==> src/rtl/ddr3_port_initiator.sv <==
// Single-request initiator for one MCB user port: write-FIFO fill, command push, read-FIFO drain.
// Optional feature macro: DDR3_INIT_WR_FLUSH_EN holds write completion until the write FIFO is empty.
module ddr3_port_initiator #(
    parameter int TIMEOUT = 4096
) (
    input  logic        clk,
    input  logic        rst,
    input  logic        calibration_done,
    input  logic        req_stb,
    input  logic        req_write,
    input  logic [29:0] req_addr,
    input  logic [6:0]  req_len,
    output logic        req_ack,
    output logic        busy,
    output logic        done,
    output logic [3:0]  status,
    input  logic        usr_wr_valid,
    output logic        usr_wr_ready,
    input  logic [31:0] usr_wr_data,
    output logic        usr_rd_valid,
    output logic [31:0] usr_rd_data,
    output logic        p_cmd_en,
    output logic [2:0]  p_cmd_instr,
    output logic [5:0]  p_cmd_bl,
    output logic [29:0] p_cmd_byte_addr,
    input  logic        p_cmd_full,
    input  logic        p_cmd_empty,
    output logic        p_wr_en,
    output logic [3:0]  p_wr_mask,
    output logic [31:0] p_wr_data,
    input  logic        p_wr_full,
    input  logic        p_wr_empty,
    input  logic        p_wr_underrun,
    input  logic        p_wr_error,
    output logic        p_rd_en,
    input  logic [31:0] p_rd_data,
    input  logic        p_rd_empty,
    input  logic        p_rd_overflow,
    input  logic        p_rd_error
);

    typedef enum logic [2:0] {
        IDLE, WR_FILL, WR_CMD, WR_FLUSH, RD_CMD, RD_DRAIN, DONE
    } state_t;

    localparam bit          WD_EN   = (TIMEOUT > 0);
    localparam logic [31:0] WD_LAST = (TIMEOUT > 0) ? 32'(TIMEOUT - 1) : 32'd0;

    state_t      state_reg;
    logic [29:0] addr_reg;
    logic [6:0]  len_reg;
    logic [6:0]  cnt_reg;
    logic [31:0] wd_reg;
    logic [3:0]  status_reg;
    logic        usr_rd_valid_reg;
    logic [31:0] usr_rd_data_reg;

    logic [6:0]  len_eff;
    logic        in_cmd;
    logic        wr_beat;
    logic        rd_pop;
    logic        cmd_push;
    logic        flush_exit;
    logic        last_word;
    logic        unused_ok;

    always_comb begin
        len_eff = req_len;
        if (req_len == 7'd0)
            len_eff = 7'd1;
        else if (req_len > 7'd64)
            len_eff = 7'd64;
    end

    // Port strobes are gated by rst so a reset cycle never moves data.
    assign in_cmd       = (state_reg == WR_CMD) || (state_reg == RD_CMD);
    assign req_ack      = !rst && (state_reg == IDLE) && req_stb && calibration_done;
    assign busy         = (state_reg != IDLE);
    assign done         = (state_reg == DONE);
    assign usr_wr_ready = (state_reg == WR_FILL) && !p_wr_full;
    assign wr_beat      = !rst && usr_wr_ready && usr_wr_valid;
    assign cmd_push     = !rst && in_cmd && !p_cmd_full;
    assign rd_pop       = !rst && (state_reg == RD_DRAIN) && !p_rd_empty;
    assign last_word    = (cnt_reg + 7'd1) == len_reg;

    assign p_wr_en         = wr_beat;
    assign p_wr_mask       = 4'b0000;
    assign p_wr_data       = (state_reg == WR_FILL) ? usr_wr_data : 32'd0;
    assign p_cmd_en        = cmd_push;
    assign p_cmd_instr     = (state_reg == RD_CMD) ? 3'b001 : 3'b000;
    assign p_cmd_bl        = in_cmd ? 6'(len_reg - 7'd1) : 6'd0;
    assign p_cmd_byte_addr = in_cmd ? addr_reg : 30'd0;
    assign p_rd_en         = rd_pop;

    assign status       = status_reg;
    assign usr_rd_valid = usr_rd_valid_reg;
    assign usr_rd_data  = usr_rd_data_reg;

`ifdef DDR3_INIT_WR_FLUSH_EN
    assign flush_exit = (state_reg == WR_FLUSH) && p_wr_empty;
`else
    assign flush_exit = 1'b0;
`endif

    assign unused_ok = ^{p_cmd_empty, p_wr_empty};

    always_ff @(posedge clk) begin
        if (rst) begin
            state_reg        <= IDLE;
            addr_reg         <= '0;
            len_reg          <= '0;
            cnt_reg          <= '0;
            wd_reg           <= '0;
            status_reg       <= '0;
            usr_rd_valid_reg <= 1'b0;
            usr_rd_data_reg  <= '0;
        end else begin
            usr_rd_valid_reg <= rd_pop;
            if (rd_pop)
                usr_rd_data_reg <= p_rd_data;
            if (busy)
                status_reg <= status_reg |
                              {1'b0, p_rd_error | p_rd_overflow, p_wr_error, p_wr_underrun};

            case (state_reg)
                IDLE: begin
                    if (req_ack) begin
                        addr_reg   <= {req_addr[29:2], 2'b00};
                        len_reg    <= len_eff;
                        cnt_reg    <= '0;
                        status_reg <= '0;
                        state_reg  <= req_write ? WR_FILL : RD_CMD;
                    end
                end
                WR_FILL: begin
                    if (wr_beat) begin
                        cnt_reg <= cnt_reg + 7'd1;
                        if (last_word)
                            state_reg <= WR_CMD;
                    end
                end
                WR_CMD: begin
                    if (cmd_push) begin
`ifdef DDR3_INIT_WR_FLUSH_EN
                        state_reg <= WR_FLUSH;
`else
                        state_reg <= DONE;
`endif
                    end
                end
`ifdef DDR3_INIT_WR_FLUSH_EN
                WR_FLUSH: begin
                    if (flush_exit)
                        state_reg <= DONE;
                end
`endif
                RD_CMD: begin
                    if (cmd_push) begin
                        cnt_reg   <= '0;
                        state_reg <= RD_DRAIN;
                    end
                end
                RD_DRAIN: begin
                    if (rd_pop) begin
                        cnt_reg <= cnt_reg + 7'd1;
                        if (last_word)
                            state_reg <= DONE;
                    end
                end
                DONE:    state_reg <= IDLE;
                default: state_reg <= IDLE;
            endcase

            // Watchdog restarts on any progress; expiry aborts without issuing a command.
            if ((state_reg == IDLE) || (state_reg == DONE) ||
                wr_beat || rd_pop || cmd_push || flush_exit) begin
                wd_reg <= '0;
            end else if (WD_EN && (wd_reg == WD_LAST)) begin
                wd_reg        <= '0;
                status_reg[3] <= 1'b1;
                state_reg     <= DONE;
            end else begin
                wd_reg <= wd_reg + 32'd1;
            end
        end
    end

endmodule

==> config.mk <==
export PLATFORM = sky130hd
export DESIGN_NAME = ddr3_port_initiator
export DESIGN_NICKNAME = d
export VERILOG_FILES = /design/src/rtl/ddr3_port_initiator.sv
export SDC_FILE = /design/constraint.sdc
export NUM_CORES = 1
export LEC_CHECK = 0
export ABC_AREA = 1
export CAP_MARGIN = 15
export CORE_ASPECT_RATIO = 1.25
export CORE_MARGIN = 2
export CORE_UTILIZATION = 31
export DETAILED_ROUTE_END_ITERATION = 7
export PLACE_DENSITY = 0.69
export SLEW_MARGIN = 10
export SYNTH_ARGS = -nofsm -noshare
export SYNTH_HDL_FRONTEND = slang
export SYNTH_SLANG_ARGS = --single-unit
==> constraint.sdc <==
create_clock -name clk -period 2.4 [get_ports clk]
set_input_delay 0.6 -clock clk [delete_from_list [all_inputs] [get_ports clk]]
set_output_delay 0.6 -clock clk [all_outputs]
set_load 0.005 [all_outputs]
==> Yosys cells after proc, flatten, opt, wreduce, memory -nomap -nowiden <==
Index checks and enable logic that the tools add are counted.
{ "op_classes": {"shift": 0, "bitwise_logic": 2, "eq_ne": 11, "reduce_logical": 26, "addsub": 3, "magnitude_cmp": 1, "multipliers": 0, "div": 0, "mux": 27} }
{ "op_table": {"columns": ["operator", "n"], "rows": [
  ["$mux W7", 6],
  ["$add A32 B1 Y32 const B", 1],
  ["$eq A32 B12 Y1 const B", 1],
  ["$mux W32", 1],
  ["$mux W3", 10],
  ["$mux W30", 1],
  ["$pmux W7 S4", 1],
  ["$pmux W3 S5", 1],
  ["$mux W4", 3],
  ["$logic_and A1 B1 Y1", 10],
  ["$eq A3 B3 Y1 const B", 3],
  ["$ne A2 B2 Y1 const B", 4],
  ["$add A7 B1 Y7 const B", 1],
  ["$eq A7 B7 Y1", 1],
  ["$gt A7 B7 Y1 const B", 1],
  ["$logic_not A7 Y1", 1],
  ["$mux W6", 1],
  ["$sub A6 B1 Y6 const B", 1],
  ["$logic_or A1 B1 Y1", 5],
  ["$reduce_and A5 Y1", 1],
  ["$logic_not A1 Y1", 4],
  ["$or A4 B3 Y4", 1],
  ["$reduce_bool A4 Y1", 1],
  ["$eq A3 B1 Y1 const B", 1],
  ["other kinds (7)", 9]
]} }
{ "word_totals": {"romBits": 0, "elab_cells": 78, "mem_bits_rw": 0, "ff_bits": 114, "inputBits": 116, "n_memories": 0, "output_inout_bits": 119, "latchBits": 0} }

==> Logic depth before layout (Yosys ltp) <==
{ "logic_depth": {"word_depth": 8, "depth_mapped": 13, "mapped_depth_nobuf": 13} }

==> Least setup slack after synthesis <==
OpenSTA, ideal clock, no wires.
{ "synth_path": {"kind": "input-to-output", "start": "input rst", "end": "output req_ack", "n_path_buf": 2, "required_ns": 1.800, "cell_stages": 5, "slack_ns": 0.256, "arrival_ns": 1.544, "cell_sequence": "clkbuf_1 -> inv_2 -> nand3_1 -> nor2_2 -> clkbuf_1"} }
{ "synth_via": {"elab_chain_cells": 4} }
{ "synth_lines": {"columns": ["element", "line_no", "source"], "rows": [
  ["from (decl)", "7", "input logic rst,"],
  ["$logic_not A1 Y1", "77", "assign req_ack = !rst && (state_reg == IDLE) && req_stb && calibration_done;"],
  ["$logic_and A1 B1 Y1 (3 in series)", "77", null],
  ["to (decl)", "13", "output logic req_ack,"]
]} }
Every way passes these cells.

==> Final worst setup path <==
{ "layout_path": {"start": "register state_reg[1]", "end": "output p_cmd_bl[0]"} }
{ "layout_via": {"elab_chain_cells": 3, "elab_cells_between_ends": 4, "cone_classes": "2 x eq/ne; 1 x mux; 1 x reduce/logical"} }
{ "layout_lines": {"columns": ["element", "line_no", "source"], "rows": [
  ["from (decl)", "49", "state_t state_reg;"],
  ["from (signal assigned)", "132", "state_reg <= req_write ? WR_FILL : RD_CMD;"],
  ["$eq A3 B2 Y1 / $eq A3 B3 Y1 (equally long branches)", "76", "assign in_cmd = (state_reg == WR_CMD) || (state_reg == RD_CMD);"],
  ["$logic_or A1 B1 Y1 (*)", "76", null],
  ["$mux W6 (*)", "91", "assign p_cmd_bl = in_cmd ? 6'(len_reg - 7'd1) : 6'd0;"],
  ["to (decl)", "24", "output logic [5:0] p_cmd_bl,"]
]} }
Mark *: on every way between the ends. The rest lies on a longest branch, timed or not.

==> metrics.txt <==
Root Buffer Master clkbuf_16; unrepaired setup endpoints after global routing yes; Slew @ Worst Pin 525 ps; Starting Density 31.6%; Max stage delay on crit path approximately 380 ps; Total Power 0.00578 W; Worst path slowest cell dfxtp_4; CTS Buffer Depth 2; Mapped Cells 843; Setup violations, final 0; critical path, cell by cell inv_4, nand2_4, nor2_4, buf_4, nor2_4, buf_4, nor2_1, dlygate4sd2_1; Post-Syn Area per Cell 6.54 µm²; Fin. Hold Viols 0; core footprint between 15000 and 20000 µm²; Max Cap Viol 0; drt wl/cell between 10 and 15 µm; WP buf/inv 4; First DRT Iteration DRCs about 250; YS warnings 0; FF+latch count, synth approximately 110; delay-heaviest family, CP buffers and inverters; FILL cells roughly 1.7k; hold crit path type flip-flop to flip-flop; fin nets 1224; GRT overflow 0; CTS H-Tree Depth 4; Initial DRT Pass Iterations 5; vias in the first global route roughly 5.7k; LEAKAGE roughly 3.9 nW; Worst Path Arrival ~1800 ps; Clock Pin Slew Worst Setup and Hold Paths 50 ps; outcome completed; Layout Skew 11.5 ps; Skew-Pair Late Insertion Delay about 430 ps; Slew Limit Fails 0; CP startpoint state_reg[1]$_SDFF_PP0_; CTS tree built; Post-synth ARST share 0%; CP endpoint kind primary output; cts hold-fix bufs 0; FF/Latch Area roughly 2300 µm²; P_sw 0.00142 W; Yosys cell types 33; initial antenna violation count 0; Synth Flop Type dfxtp_1; Worst Setup Path Type flip-flop to primary output; DR vias between 5k and 6k; # IOs roughly 240; final critical-path share of the clock period between 90 and 100%; global-route wire length before repair approximately 27 mm; synth-to-layout area growth 61.6%; Syn Std Cell Area between 5000 and 6000 µm²; post-DP HPWL between 10 and 15 mm; quantity of I/O buffers inserted on ports between 200 and 250; clk sinks ~110; Post-synth EDFFs 0; Rows between 50 and 60; switch share about 25%; share of total power in sequential cells between 30% and 40%; Die Wd 123 µm; Die Span Y about 150 µm; footprint of the multi-input gates roughly 2700 µm²; Pwr Density ~650 nW/µm²; final WL around 17 mm; pin count of the biggest net entering global routing 38; die area between 15000 and 20000 µm²; WP data required 1800 ps; n_diodes 0; crit-path max FO 6; gpl congestion 0.879; Clk pwr share slightly below 50%; Hold Startpoint addr_reg[24]$_SDFFE_PP0P_; Pint about 0.0044 W; post-synthesis sequential area ratio 41.4%; R2R Setup Slk 410 ps; CTS Buf Count 17; Tmin final about 2400 ps; final core occ approximately half; f_max approximately 0.42 GHz; DR vias/cell about 4.5; Combinational Power Share 15.8%; layout cells sized above 1 a little under an eighth; WHS between 400 and 500 ps; Worst IR Drop VDD 0.577 mV; Slew headroom between 60% and 70%; antenna viol nets, final 0; CP Launch Type flip-flop; DR DRC count 0; reg2reg start wd_reg[1]$_SDFF_PP0_; GR Util All Layers between 10% and 20%
[through the flow]
stage	instance area (µm²)	TNS [ps]	setup WS [ps]	std cells
3_3_place_gp	8160	-9360	-340	1297
5_1_grt	8910	-315	-50.1	1342
6_report	8910	0	17.2	1342
2_1_floorplan	5540	0	256	850
3_5_place_dp	8160	-9970	-332	1297
4_1_cts	8890	-212	-37.4	1340
[worst paths after layout]
path,endpoint,cells after the start
worst min-delay path,addr_reg[24]$_SDFFE_PP0P_,2
worst max-delay path,p_cmd_bl[0],8
worst min register to register,addr_reg[24]$_SDFFE_PP0P_,2
worst max register to register,wd_reg[20]$_SDFF_PP0_,10
[repair_timing]
item / in CTS / in global routing
gates resized for setup: 104 / 27
cloned: 1 / 0
endpoints found under the setup margin: 72 / 31
setup buffers: 10 / 2
pin swaps: 7 / 2
[placed cells by master (no fill, tap or decap), drive strengths merged]
cell type | netlist | final
a21oi | 25 | 25
a31oi | 1 | 1
and3 | 1 | 1
buf | 21 | 48
bufinv | 0 | 5
clkbuf | 14 | 27
clkdlybuf4s15 | 0 | 15
clkdlybuf4s50 | 0 | 149
clkinv | 0 | 4
clkinvlp | 0 | 1
conb | 1 | 8
dfxtp | 114 | 114
dlygate4sd2 | 0 | 49
dlymetal6s2s | 0 | 2
ha | 3 | 3
inv | 126 | 128
nand2 | 139 | 139
nand3 | 43 | 43
nand3b | 1 | 1
nand4 | 10 | 10
nor2 | 212 | 213
nor3 | 20 | 20
nor4 | 1 | 1
o211ai | 1 | 1
o21ai | 81 | 81
o22ai | 3 | 3
o2bb2ai | 1 | 1
o31ai | 1 | 1
or2 | 9 | 9
xnor2 | 4 | 4
xor2 | 11 | 11
[tightest hold or removal path, stage by stage (launching register included)]
cell and delay [ps]:
dfxtp_1 300, inv_1 50, o21ai_0 70
[cells in the mapped netlist (6+ instances only)]
master    number  area, µm²
nor2_1       205        769
buf_4         12       90.1
buf_1          6       22.5
inv_1        121        454
or2_2          9       56.3
nand4_1       10       62.6
clkbuf_1      14       52.6
o21ai_0       76        380
nand3_1       42        210
nor3_1        19       95.1
dfxtp_1      114       2280
xor2_1        11       96.3
a21oi_1       25        125
nand2_1      138        518
[power groups by stage]
stage | Combinational [W] | Sequential, W | Clock, W
floorplan | 0.000425 | 0.00206 | 0
global placement | 0.000907 | 0.00207 | 0
detailed placement | 0.000919 | 0.00207 | 0
CTS | 0.000912 | 0.00203 | 0.00287
global route | 0.00103 | 0.00205 | 0.00295
finish | 0.000912 | 0.00203 | 0.00283
[cell type report]
class / instances / area share, %
multi-input combinational: 576 / 29.9
timing repair buffer: 270 / 28.5
sequential: 114 / 25.8
inverter: 126 / 5.34
clock buffer: 20 / 5.13
tap: 224 / 3.15
clock inverter: 12 / 2.28
[cell families after synthesis]
family | share of synthesized area, %
AND/OR/NAND/NOR | 33.1
buffers and inverters | 11.8
flip-flops | 41.4
AO/OA/AOI/OAI | 10.5
XOR/XNOR | 2.38
adder cells (fa/ha/maj) | 0.681
other | 0.0680
[per-layer routing]
metal / GRT usage (%) / up-vias / routed length, µm / share of wire (%)
li1: - / 3127 / - / -
met1: 21.2 / 2648 / 6950 / 42
met2: 30.4 / 184 / 8220 / 49
met3: 6.12 / 36 / 1040 / 6.2
met4: 6.55 / 0 / 468 / 2.8
met5: 0 / - / 0 / 0
(Power assumes the default switching activity.)
